File: src/rtl/write_ctrl_gray.sv
// Write-domain controller for the asynchronous FIFO: write strobe/address,
// binary and Gray write pointers, read-pointer synchroniser and status flags.
module write_ctrl_gray #(
    parameter int depth        = 8,
    parameter int adr_width    = $clog2(depth),
    parameter int sync_stages  = 2,
    parameter int afull_thresh = depth - 2
) (
    input  logic                 clk_w,
    input  logic                 reset,
    input  logic                 wr_en,
    input  logic                 clr_ovf,
    input  logic [adr_width:0]   rd_ptr_gray,
    output logic                 write,
    output logic [adr_width-1:0] write_adr,
    output logic [adr_width:0]   wr_ptr_gray,
    output logic                 FIFO_full,
    output logic                 almost_full,
    output logic [adr_width:0]   fill_level,
    output logic                 overflow
);

    localparam int PW  = adr_width + 1;
    localparam int TOP = adr_width;

    function automatic logic [adr_width:0] bin2gray(input logic [adr_width:0] b);
        return b ^ (b >> 1);
    endfunction

    function automatic logic [adr_width:0] gray2bin(input logic [adr_width:0] g);
        logic [adr_width:0] b;
        b[TOP] = g[TOP];
        for (int i = TOP - 1; i >= 0; i--) begin
            b[i] = b[i+1] ^ g[i];
        end
        return b;
    endfunction

    logic [adr_width:0] wbin;
    logic [adr_width:0] wgray;
    logic [adr_width:0] rq_sync [sync_stages];
    logic [adr_width:0] rq;
    logic [adr_width:0] rbin_s;
    logic [adr_width:0] wbin_next;
    logic [adr_width:0] wgray_next;
    logic [adr_width:0] level_next;
    logic               full_next;

    // Read-pointer synchroniser: a Gray pointer changes one bit at a time, so
    // a plain flop chain gives either the old or the new value, never garbage.
    always_ff @(posedge clk_w) begin
        if (!reset) begin
            for (int i = 0; i < sync_stages; i++) begin
                rq_sync[i] <= '0;
            end
        end else begin
            rq_sync[0] <= rd_ptr_gray;
            for (int i = 1; i < sync_stages; i++) begin
                rq_sync[i] <= rq_sync[i-1];
            end
        end
    end

    assign rq     = rq_sync[sync_stages-1];
    assign rbin_s = gray2bin(rq);

    assign write      = wr_en && !FIFO_full;
    assign wbin_next  = wbin + PW'(write);
    assign wgray_next = bin2gray(wbin_next);

    // Full when the write pointer is exactly one lap ahead of the read pointer;
    // in Gray code that means the top two bits differ and the rest match.
    assign full_next  = (wgray_next == {~rq[TOP:TOP-1], rq[TOP-2:0]});
    assign level_next = wbin_next - rbin_s;

    // Pointer and status registers
    always_ff @(posedge clk_w) begin
        if (!reset) begin
            wbin        <= '0;
            wgray       <= '0;
            FIFO_full   <= 1'b0;
            almost_full <= 1'b0;
            fill_level  <= '0;
            overflow    <= 1'b0;
        end else begin
            wbin        <= wbin_next;
            wgray       <= wgray_next;
            FIFO_full   <= full_next;
            almost_full <= (level_next >= PW'(afull_thresh));
            fill_level  <= level_next;
            if (wr_en && FIFO_full) begin
                overflow <= 1'b1;
            end else if (clr_ovf) begin
                overflow <= 1'b0;
            end
        end
    end

    assign write_adr   = wbin[adr_width-1:0];
    assign wr_ptr_gray = wgray;

endmodule
File: config.mk
export PLATFORM = sky130hd
export DESIGN_NAME = write_ctrl_gray
export DESIGN_NICKNAME = d
export VERILOG_FILES = /design/src/rtl/write_ctrl_gray.sv
export SDC_FILE = /design/constraint.sdc
export NUM_CORES = 1
export LEC_CHECK = 0
export ABC_CLOCK_PERIOD_IN_PS = 2600
export BUFFER_PORTS_ARGS = -buffer_cell sky130_fd_sc_hd__buf_2
export CORE_MARGIN = 5
export CORE_UTILIZATION = 31
export CTS_CLUSTER_SIZE = 28
export DETAILED_ROUTE_END_ITERATION = 16
export PLACE_DENSITY_LB_ADDON = 0.25
export SYNTH_ARGS = -nofsm -noshare
export SYNTH_HDL_FRONTEND = slang
export SYNTH_SLANG_ARGS = --single-unit
File: constraint.sdc
create_clock -name clk_w -period 2.6 [get_ports clk_w]
set_clock_uncertainty 0.15 [all_clocks]
set_input_delay 0.39 -clock clk_w [delete_from_list [all_inputs] [get_ports clk_w]]
set_output_delay 0.39 -clock clk_w [all_outputs]
set_load 0.005 [all_outputs]
## Yosys cells after proc, flatten, opt, wreduce, memory -nomap -nowiden

Memories as Yosys holds them, arrays and structs flattened.
Cells that the tools add are included.

- Input bits: 8
- Memories kept: 1
- Flip-flop bits (word level): 15
- Logic and storage cells: 28
- Output and inout port bits: 15
- RAM bits: 8

Memory list:

| memory | words | width | read ports | clocked after Yosys merged registers in | wr ports | RTL line | text |
|---|---|---|---|---|---|---|---|
| rq_sync | 2 | 4 | 2 | 0 | 2 | 41 | `logic [adr_width:0] rq_sync [sync_stages];` |

- Equal/unequal tests: 1
- Add/subtract/negate cells: 2
- Multiplexer cells: 6
- Bitwise gates (word level): 7
- Reductions and logical operators: 4
- Order comparisons: 1

Operators by type and width:

| cell | count |
|---|---|
| two-way mux 4 bit | 2 |
| adder 4 x 1 -> 4 bit | 1 |
| == test 4 bit | 1 |
| greater-or-equal comparator 4 x 3 -> 1 bit, second input constant | 1 |
| two-way mux 1 bit | 4 |
| subtractor 4 bit | 1 |
| bitwise XOR 4 x 3 -> 4 bit | 1 |
| bitwise XOR 1 bit | 3 |
| logical AND 1 bit | 2 |
| NOT 2 bit | 1 |
| OR 1 bit | 2 |
| nonzero test 2 bit | 1 |
| zero test 1 bit | 1 |

## Longest topological paths before layout

Gate-level depths: netlist of the first run.

- Word-level depth: 5
- Gate-level depth with buffers: 8
- Mapped depth without buffers: 8

## Worst setup path before layout of the first run

OpenSTA, ideal clock, no wires.

- Path kind: in2reg
- Start point: input wr_en
- End point: register almost_full
- Setup time: 0.079 ns
- Required time: 2.371 ns
- Stages on the path: 8
- Path slack: 0.433 ns
- Buffers on the path: 0
- Arrival time: 1.938 ns
- Path through: nor2b_1 > ha_1 > ha_1 > xor2_2 > ha_1 > o21ai_0 > a211o_1 > o211ai_1

- Word-level cells in the longest chain between the ends: 4

Ends and longest elaborated chain:

| element | RTL line | text |
|---|---|---|
| start: declaration | 11 | `input logic wr_en,` |
| logical AND 1 bit | 67 | `assign write = wr_en && !FIFO_full;` |
| adder 4 x 1 -> 4 bit | 68 | `assign wbin_next = wbin + PW'(write);` |
| via wbin_next[2] | 44 | `logic [adr_width:0] wbin_next;` |
| subtractor 4 bit | 74 | `assign level_next = wbin_next - rbin_s;` |
| greater-or-equal comparator 4 x 3 -> 1 bit | 89 | `almost_full <= (level_next >= PW'(afull_thresh));` |
| end signal: assignment | 89 |  |
| end: declaration | 18 | `output logic almost_full,` |

The timed path passes the listed nets, and every way through them passes these cells.
A chain may end at the register's enable or synchronous reset.

==> impl_results.md, run 1 <==
- Die footprint: 4000 µm²
- GR Util All Layers: 0.0814
- Routing usage on met3: 0.0480
- Share of cells above drive strength 1: 0.267
- Mapped Nets: 95
- IO Port Bufs: 22
- Most Crowded Layer GR: met2
- Crit path from: rq_sync[0][7]
- Mapped cell area: 880 µm²
- Hold_sp: rd_ptr_gray[2]
- Synth async-reset ratio: 0
- Rel. slew slack: 0.808
- Clock transition at path regs: 0.11 ns
- Post-synth top cells: 22 x dfxtp_1, 12 x and2_1, 9 x xnor2_1
- Routed WL: 1.43 mm
- CP endpoint kind: flop
- Vias per cell: 4.32
- # hold bufs at CTS: 0
- H-tree depth: 1
- Congestion Overflow GR: 0
- Total power: 654 µW
- Max-Cap Viols: 0
- # clock sinks: 22
- Die W: 63.3 µm
- Setup CP Type: flop to flop
- Pwr/cell area: 624 nW/µm²
- Cts repair resizes: 0
- Synth Area in Compound Gates: 0.0384
- I/O Pins: 23
- Number of antenna violations at the first check in global routing: 0
- Syn Area/Cell: 10.9 µm²
- Synth top area share: 0.501
- Final Setup Violations: 0
- Leakage power: 0.502 nW
- DRC viols: 0
- TNS Setup: 0 ns
- Initial Utilization: 0.322
- Number of flops mapped to enable cells by yosys: 0
- Gate Count Post-Synth: 81
- Total CTS buffers: 3
- Bufs on Longest Clock Path: 2
- Vias in the first global route: 593
- Critical Path Fanout Max: 3
- VDD IR max: 410 µV
- Primary FF master, synth: dfxtp_1
- Synth-to-layout area growth: 19.1%
- Mux contribution to synthesized area: 0
- Xor and xnor fraction of the mapped netlist area: 0.164
- First-pass GRT wire length: 2.62 mm
- Final Max Tran Viols: 0
- ANT nets after route: 0
- # rows: 19
- Fmax: 456 MHz
- Vias: 587
- Simple-Gate Fraction of Synth Area: 0.174
- Post-CTS setup buffer count: 0
- Largest family of logic cells by synthesized area: simple AND/OR/NAND/NOR gates
- FF+latch count, synth: 22
- Class of the worst hold path: input port to flop
- DRT Pass-1 Iters: 6
- Post-synth top area cell: dfxtp_1
- RR Startpoint: rq_sync[0][7]
- DP Wirelength: 1.17 mm
- CTS root buf: clkbuf_4
- M1 GR Usage: 0.101
- Cell Area, Placed: 1020 µm²
- Final hold vios: 0
- Seq/Total Area, Yosys: 0.501
- DR WL/cell: 10.5 µm
- CTS tree: built
- Run status: complete, no violations
- Most frequent cell after synthesis: dfxtp_1
- Core ar.: 2730 µm²
- Period Utilization, post-route: 0.843
- Crit path time final: 2.19 ns
- 1st-iter DRT viols: 5
- RSZ-0062 raised after global routing: no
- Syn. warnings: 0
- Clock Latency Late Sink: 0.29 ns
- Worst setup SP type: flop
- Worst-Margin Slew: 0.287 ns
- Final Cell Area: 1050 µm²
- Antenna diode count: 0
- CP arrival: 2.27 ns
- RD Place Congestion: 0.847
- Critical Path RT: 2.68 ns
- Nets: 121
- Area share of fa/ha/maj cells after synthesis: 0.0939
- Largest net degree at the start of global routing: 17
- Yosys cell types: 23
- Die height: 63.3 µm
- Met2 Use GR: 0.123
- Top cells by area, synth: dfxtp_1 50%, xnor2_1 9.0%, and2_1 8.5%, ha_1 7.1%, xor2_1 3.0%
[where the power goes]
group | switching, mW | leakage [nW] | internal (mW)
clock | 0.0910 | 0.0138 | 0.0539
combinational | 0.0660 | 0.307 | 0.0661
sequential | 0.00897 | 0.181 | 0.368
[worst max-delay path, cell delays in order (launching register included)]
cell and delay, ns:
dfxtp_1 0.35, xnor2_1 0.25, xor2_1 0.30, xnor2_1 0.11, ha_1 0.21, fa_1 0.39, xnor2_1 0.14, nand2_1 0.08
o211ai_1 0.15
[path summary, 6_finish.rpt]
check        slack [ns]            end  cells after the start
max                0.41    almost_full                      8
min                0.14  rq_sync[0][2]                      2
max reg2reg        0.41    almost_full                      8
min reg2reg        0.29  rq_sync[0][5]                      1
[kinds of logic (layout without fill, tap and decap cells)]
family	Yosys count	count (layout)
AND/OR/NAND/NOR	27	27
flip-flops	22	22
AO/OA/AOI/OAI	5	5
buffers and inverters	7	31
adder cells (fa/ha/maj)	6	6
XOR/XNOR	14	14
[cell type report]
class                   count  area [µm²]
multi-input cells          52         413
repair buffers             22         110
inverters                   6        22.5
fillers                   281        1690
clock buffers               3        22.5
well taps                  31        38.8
flip-flops and latches     22         440
[registers in the layout (all words and copies together), names as in the netlist]
name and flops:
almost_full 1, fill_level 4, wbin 4, FIFO_full 1, rq_sync 8, wr_ptr_gray 3
overflow 1
[metrics by stage]
step / utilization / cells / setup slack [ns] / hold slack, ns
2_1_floorplan: - / 81 / 0.433 / 0.262
3_3_place_gp: 0.375 / 133 / 0.238 / 0.264
3_5_place_dp: 0.375 / 133 / 0.209 / 0.271
4_1_cts: 0.383 / 136 / 0.360 / 0.129
5_1_grt: 0.383 / 136 / 0.196 / 0.130
6_report: 0.383 / 136 / 0.408 / 0.145
[metal layers]
metal  part of all wire  wire, µm
met5                  0         0
met4             0.0063         9
met3               0.10       147
met2               0.43       614
met1               0.46       662
[cells in the final DEF, fill, tap and decap left out]
master / instances
inv_2: 1
nand2_1: 4
a21boi_1: 1
buf_2: 22
nor4_2: 1
a21oi_1: 1
nand4_1: 1
and2_1: 12
nand2b_1: 1
inv_1: 5
dfxtp_1: 22
and3_1: 1
nor2b_1: 2
xor2_2: 1
a211o_1: 1
xnor3_1: 1
xor2_1: 3
clkbuf_4: 3
xnor2_1: 9
ha_1: 5
fa_1: 1
o211ai_1: 1
nor2_1: 5
o21ai_0: 1
No activity file was read; power rests on OpenSTA's default activity.
==> run 2, diff against run 1 <==
--- a/config.mk
+++ b/config.mk
@@ -5,7 +5,7 @@
 export SDC_FILE = /design/constraint.sdc
 export NUM_CORES = 1
 export LEC_CHECK = 0
-export ABC_CLOCK_PERIOD_IN_PS = 2600
+export ABC_CLOCK_PERIOD_IN_PS = 2000
 export BUFFER_PORTS_ARGS = -buffer_cell sky130_fd_sc_hd__buf_2
 export CORE_MARGIN = 5
 export CORE_UTILIZATION = 31
==> constraint.sdc (replaced) <==
create_clock -name clk_w -period 2 [get_ports clk_w]
set_clock_uncertainty 0.15 [all_clocks]
set_input_delay 0.3 -clock clk_w [delete_from_list [all_inputs] [get_ports clk_w]]
set_output_delay 0.3 -clock clk_w [all_outputs]
set_load 0.005 [all_outputs]
==> impl_results.md, run 2 (synthesis gave the netlist of run 1 again) <==
- Routed WL: 1.59 mm
- DP Wirelength: 1.23 mm
- 1st-iter DRT viols: 10
- Antenna diode count: 0
- CTS root buf: clkbuf_4
- Fmax: 492 MHz
- Final Setup Violations: 2
- RD Place Congestion: 0.723
- Largest register FFs: 8
- Bufs on Longest Clock Path: 2
- Leakage power: 0.592 nW
- Initial Utilization: 0.322
- I/O Pins: 23
- Critical Path RT: 2.08 ns
- Cell Count Post-Placement: 143
- H-tree depth: 1
- Hold_sp: rd_ptr_gray[1]
- RR Startpoint: rq_sync[0][7]
- Die footprint: 4000 µm²
- CTS tree: built
- Max-Cap Viols: 0
- DRT Pass-1 Iters: 3
- CP arrival: 2.11 ns
- Commonest non-fill, non-tap cells in the layout: 22 x buf_2, 19 x dfxtp_1, 13 x buf_4, 12 x and2_1, 6 x xnor2_1
- Period Utilization, post-route: 1.02
- Total CTS buffers: 3
- Largest regs: rq_sync x8, fill_level x4, wbin x4
- Fill cells: 243
- CP endpoint kind: flop
- Congestion Overflow GR: 0
- Total power: 987 µW
- DRC viols: 0
- Largest Register: rq_sync
- Pwr/cell area: 771 nW/µm²
- Final Max Tran Viols: 0
- Setup CP Type: flop to flop
- IO Port Bufs: 22
- Cell Area, Placed: 1120 µm²
- Crit path from: rq_sync[0][7]
- Number of antenna violations at the first check in global routing: 0
- Rel. slew slack: 0.804
- Worst-Margin Slew: 0.293 ns
- Final Cell Area: 1280 µm²
- Hold slack: 0.0466 ns
- Clock Latency Late Sink: 0.30 ns
- # rows: 19
- Run status: complete, but fails checks
- TNS Setup: -0.0570 ns
- DR WL/cell: 10.6 µm
- Nets: 134
- Clock transition at path regs: 0.12 ns
- Vias: 643
- Core ar.: 2730 µm²
- Post-route insts no fill: 150
- Vias per cell: 4.29
- Util after Layout: 0.469
- Final hold vios: 0
- Die height: 63.3 µm
- Critical Path Fanout Max: 2
- VDD IR max: 622 µV
- First-pass GRT wire length: 2.79 mm
- Worst setup SP type: flop
- # hold bufs at CTS: 0
- DP Worst Slack: -0.173 ns
- GR Util All Layers: 0.0877
- Synth-to-layout area growth: 45.7%
- Die W: 63.3 µm
- RSZ-0062 raised after global routing: yes
- Vias in the first global route: 654
- # clock sinks: 22
- Crit path time final: 2.03 ns
- Final setup margin: -0.0343 ns
- Largest net degree at the start of global routing: 17
- Class of the worst hold path: input port to flop
- Failing checks: negative setup slack
- Commonest non-fill, non-tap cell in the layout: buf_2
- ANT nets after route: 0
- Share of cells above drive strength 1: 0.496
## run 2: critical path, cell delays in order, from the launching register on
cell and delay, ns:
dfxtp_4 0.38, xnor2_4 0.20, xor2_2 0.19, xnor2_1 0.09, ha_2 0.19, fa_2 0.38
xnor2_2 0.13, nand2_1 0.08, o211ai_1 0.17
## run 2: power by group
part | total, mW | switching, mW | internal [mW]
registers | 0.492 | 0.0149 | 0.477
logic | 0.261 | 0.113 | 0.148
clock network | 0.235 | 0.124 | 0.111
## run 2: metal layers
metal	track usage	vias up	wire length, µm
li1	-	332	-
met1	0.0929	292	669
met2	0.154	17	766
met3	0.0426	2	134
met4	0.0234	0	18
met5	0	-	0
## run 2: layout make-up
cell class	count	area, µm²	area share
well taps	31	38.8	0.0303
flip-flops and latches	22	449	0.351
multi-input cells	52	527	0.411
inverters	6	22.5	0.0176
repair buffers	35	208	0.162
clock buffers	4	36.3	0.0283
## run 2: worst paths after layout
kind	slack [ns]	endpoint	depth (start not counted)
hold reg to reg	0.29	rq_sync[0][5]	1
setup reg to reg	-0.03	almost_full	8
setup / recovery	-0.03	almost_full	8
hold / removal	0.05	rq_sync[0][1]	2
## run 2: what timing repair did
item / 4_1_cts / 5_1_grt
pin swaps: 5 / 12
gates cloned: 0 / 0
resized for setup: 5 / 13
endpoints found under the setup margin: 3 / 5
buffers inserted: 2 / 2
==> run 3, diff against run 2 <==
--- a/config.mk
+++ b/config.mk
@@ -7,8 +7,10 @@
 export LEC_CHECK = 0
 export ABC_CLOCK_PERIOD_IN_PS = 2000
 export BUFFER_PORTS_ARGS = -buffer_cell sky130_fd_sc_hd__buf_2
+export CELL_PAD_IN_SITES_DETAIL_PLACEMENT = 1
+export CELL_PAD_IN_SITES_GLOBAL_PLACEMENT = 2
 export CORE_MARGIN = 5
-export CORE_UTILIZATION = 31
+export CORE_UTILIZATION = 28
 export CTS_CLUSTER_SIZE = 28
 export DETAILED_ROUTE_END_ITERATION = 16
 export PLACE_DENSITY_LB_ADDON = 0.25
==> impl_results.md, run 3 (synthesis gave the netlist of run 1 again) <==
- Commonest non-fill, non-tap cell in the layout: buf_2
- # clock sinks: 22
- Vias: 647
- GR Util All Layers: 0.0956
- Largest Register: rq_sync
- Total CTS buffers: 3
- DP Wirelength: 1.46 mm
- RSZ-0062 raised after global routing: yes
- Largest register FFs: 8
- Max-Cap Viols: 0
- Synth-to-layout area growth: 43.1%
- Die footprint: 4360 µm²
- Clock Latency Late Sink: 0.30 ns
- Failing checks: negative setup slack
- Critical Path RT: 2.04 ns
- Vias per cell: 3.97
- Worst setup SP type: flop
- Final Max Tran Viols: 0
- Setup CP Type: flop to flop
- Leakage power: 0.582 nW
- Final hold vios: 0
- IO Port Bufs: 22
- Largest regs: rq_sync x8, fill_level x4, wbin x4
- H-tree depth: 1
- # rows: 20
- CTS root buf: clkbuf_4
- Congestion Overflow GR: 0
- VDD IR max: 474 µV
- Run status: complete, but fails checks
- Pwr/cell area: 750 nW/µm²
- DRC viols: 0
- Total power: 944 µW
- ANT nets after route: 0
- Number of antenna violations at the first check in global routing: 0
- Rel. slew slack: 0.812
- CP endpoint kind: flop
- Worst-Margin Slew: 0.282 ns
- DR WL/cell: 11.5 µm
- Core ar.: 3030 µm²
- First-pass GRT wire length: 3.12 mm
- Routed WL: 1.88 mm
- Share of cells above drive strength 1: 0.479
- Clock transition at path regs: 0.11 ns
- Crit path time final: 2.06 ns
- 1st-iter DRT viols: 10
- Most frequent cell on the critical path: nor2b_2
- Cell Chain, Critical Path: nor2b_2 > ha_2 > ha_4 > ha_1 > nor2b_2 > o21ai_1 > a211o_1 > o211ai_1
- I/O Pins: 23
- Cell Area, Placed: 1160 µm²
- Largest net degree at the start of global routing: 17
- Slowest-stage cell, CP: dfxtp_2
- Bufs on Longest Clock Path: 2
- Initial Utilization: 0.290
- # hold bufs at CTS: 0
- Antenna diode count: 0
- Fill cells: 344
- Vias in the first global route: 692
- Nets: 135
- RD Place Congestion: 0.770
- Final Setup Violations: 2
- Critical Path Fanout Max: 3
- Final setup margin: -0.0623 ns
- Commonest non-fill, non-tap cells in the layout: 22 x buf_2, 19 x dfxtp_1, 14 x buf_4, 12 x and2_1, 6 x xnor2_1
- CP max stage delay: 0.34 ns
- Class of the worst hold path: input port to flop
- Die W: 66.1 µm
- CTS tree: built
- CP arrival: 2.10 ns
- Fmax: 485 MHz
- DRT Pass-1 Iters: 3
- Die height: 66.1 µm
- Final Cell Area: 1260 µm²
- Period Utilization, post-route: 1.03
## run 3: worst max-delay path: cells and delay by family, from the launching register on
| family | cells | cell delay, ns |
|---|---|---|
| AND/OR/NAND/NOR | 2 | 0.27 |
| adder cells (fa/ha/maj) | 3 | 0.73 |
| AO/OA/AOI/OAI | 3 | 0.46 |
| flip-flops | 1 | 0.34 |
## run 3: repair_timing
item,4_1_cts,5_1_grt
buffers inserted,0,1
gates resized for setup,6,6
endpoints found under the setup margin,4,5
pin swaps,4,3
## run 3: area by class of cell
type	count	area (µm²)	share of cell area
clock buffer	3	22.5	0.0179
inverter	6	22.5	0.0179
multi-input combinational	52	499	0.397
sequential	22	444	0.353
tap	44	55.1	0.0437
timing repair buffer	36	215	0.171
## run 3: final timing paths
| check | startpoint | endpoint | slack, ns | cells past startpoint |
|---|---|---|---|---|
| worst max-delay path | FIFO_full | almost_full | -0.06 | 8 |
| worst min-delay path | rd_ptr_gray[1] | rq_sync[0][1] | 0.05 | 2 |
| worst max register to register | FIFO_full | almost_full | -0.06 | 8 |
| worst min register to register | rq_sync[0][3] | rq_sync[0][7] | 0.29 | 1 |
## run 3: power by group
part           total (mW)  leakage (nW)  switching, mW  internal [mW]
Sequential          0.494         0.182         0.0155          0.478
Combinational       0.258         0.386          0.112          0.146
Clock               0.193        0.0138          0.122         0.0703
Total               0.944         0.582          0.250          0.694
## run 3: per-layer routing
metal | GRT usage | up-vias | part of all wire
li1 | - | 334 | -
met1 | 0.111 | 293 | 0.44
met2 | 0.161 | 16 | 0.47
met3 | 0.0357 | 4 | 0.073
met4 | 0.0305 | 0 | 0.018
met5 | 0 | - | 0
## run 3: metrics by stage
stage                      util  setup slack, ns  TNS (ns)  hold slack (ns)  cells
after floorplan               -          0.00616         0            0.261     81
after global placement    0.384           -0.157    -0.398            0.265    159
after detailed placement  0.384           -0.231    -0.579            0.271    159
after CTS                 0.397          -0.0870   -0.0870           0.0473    162
after global routing      0.416           -0.195    -0.350           0.0236    163
final                     0.416          -0.0623   -0.0688           0.0491    163
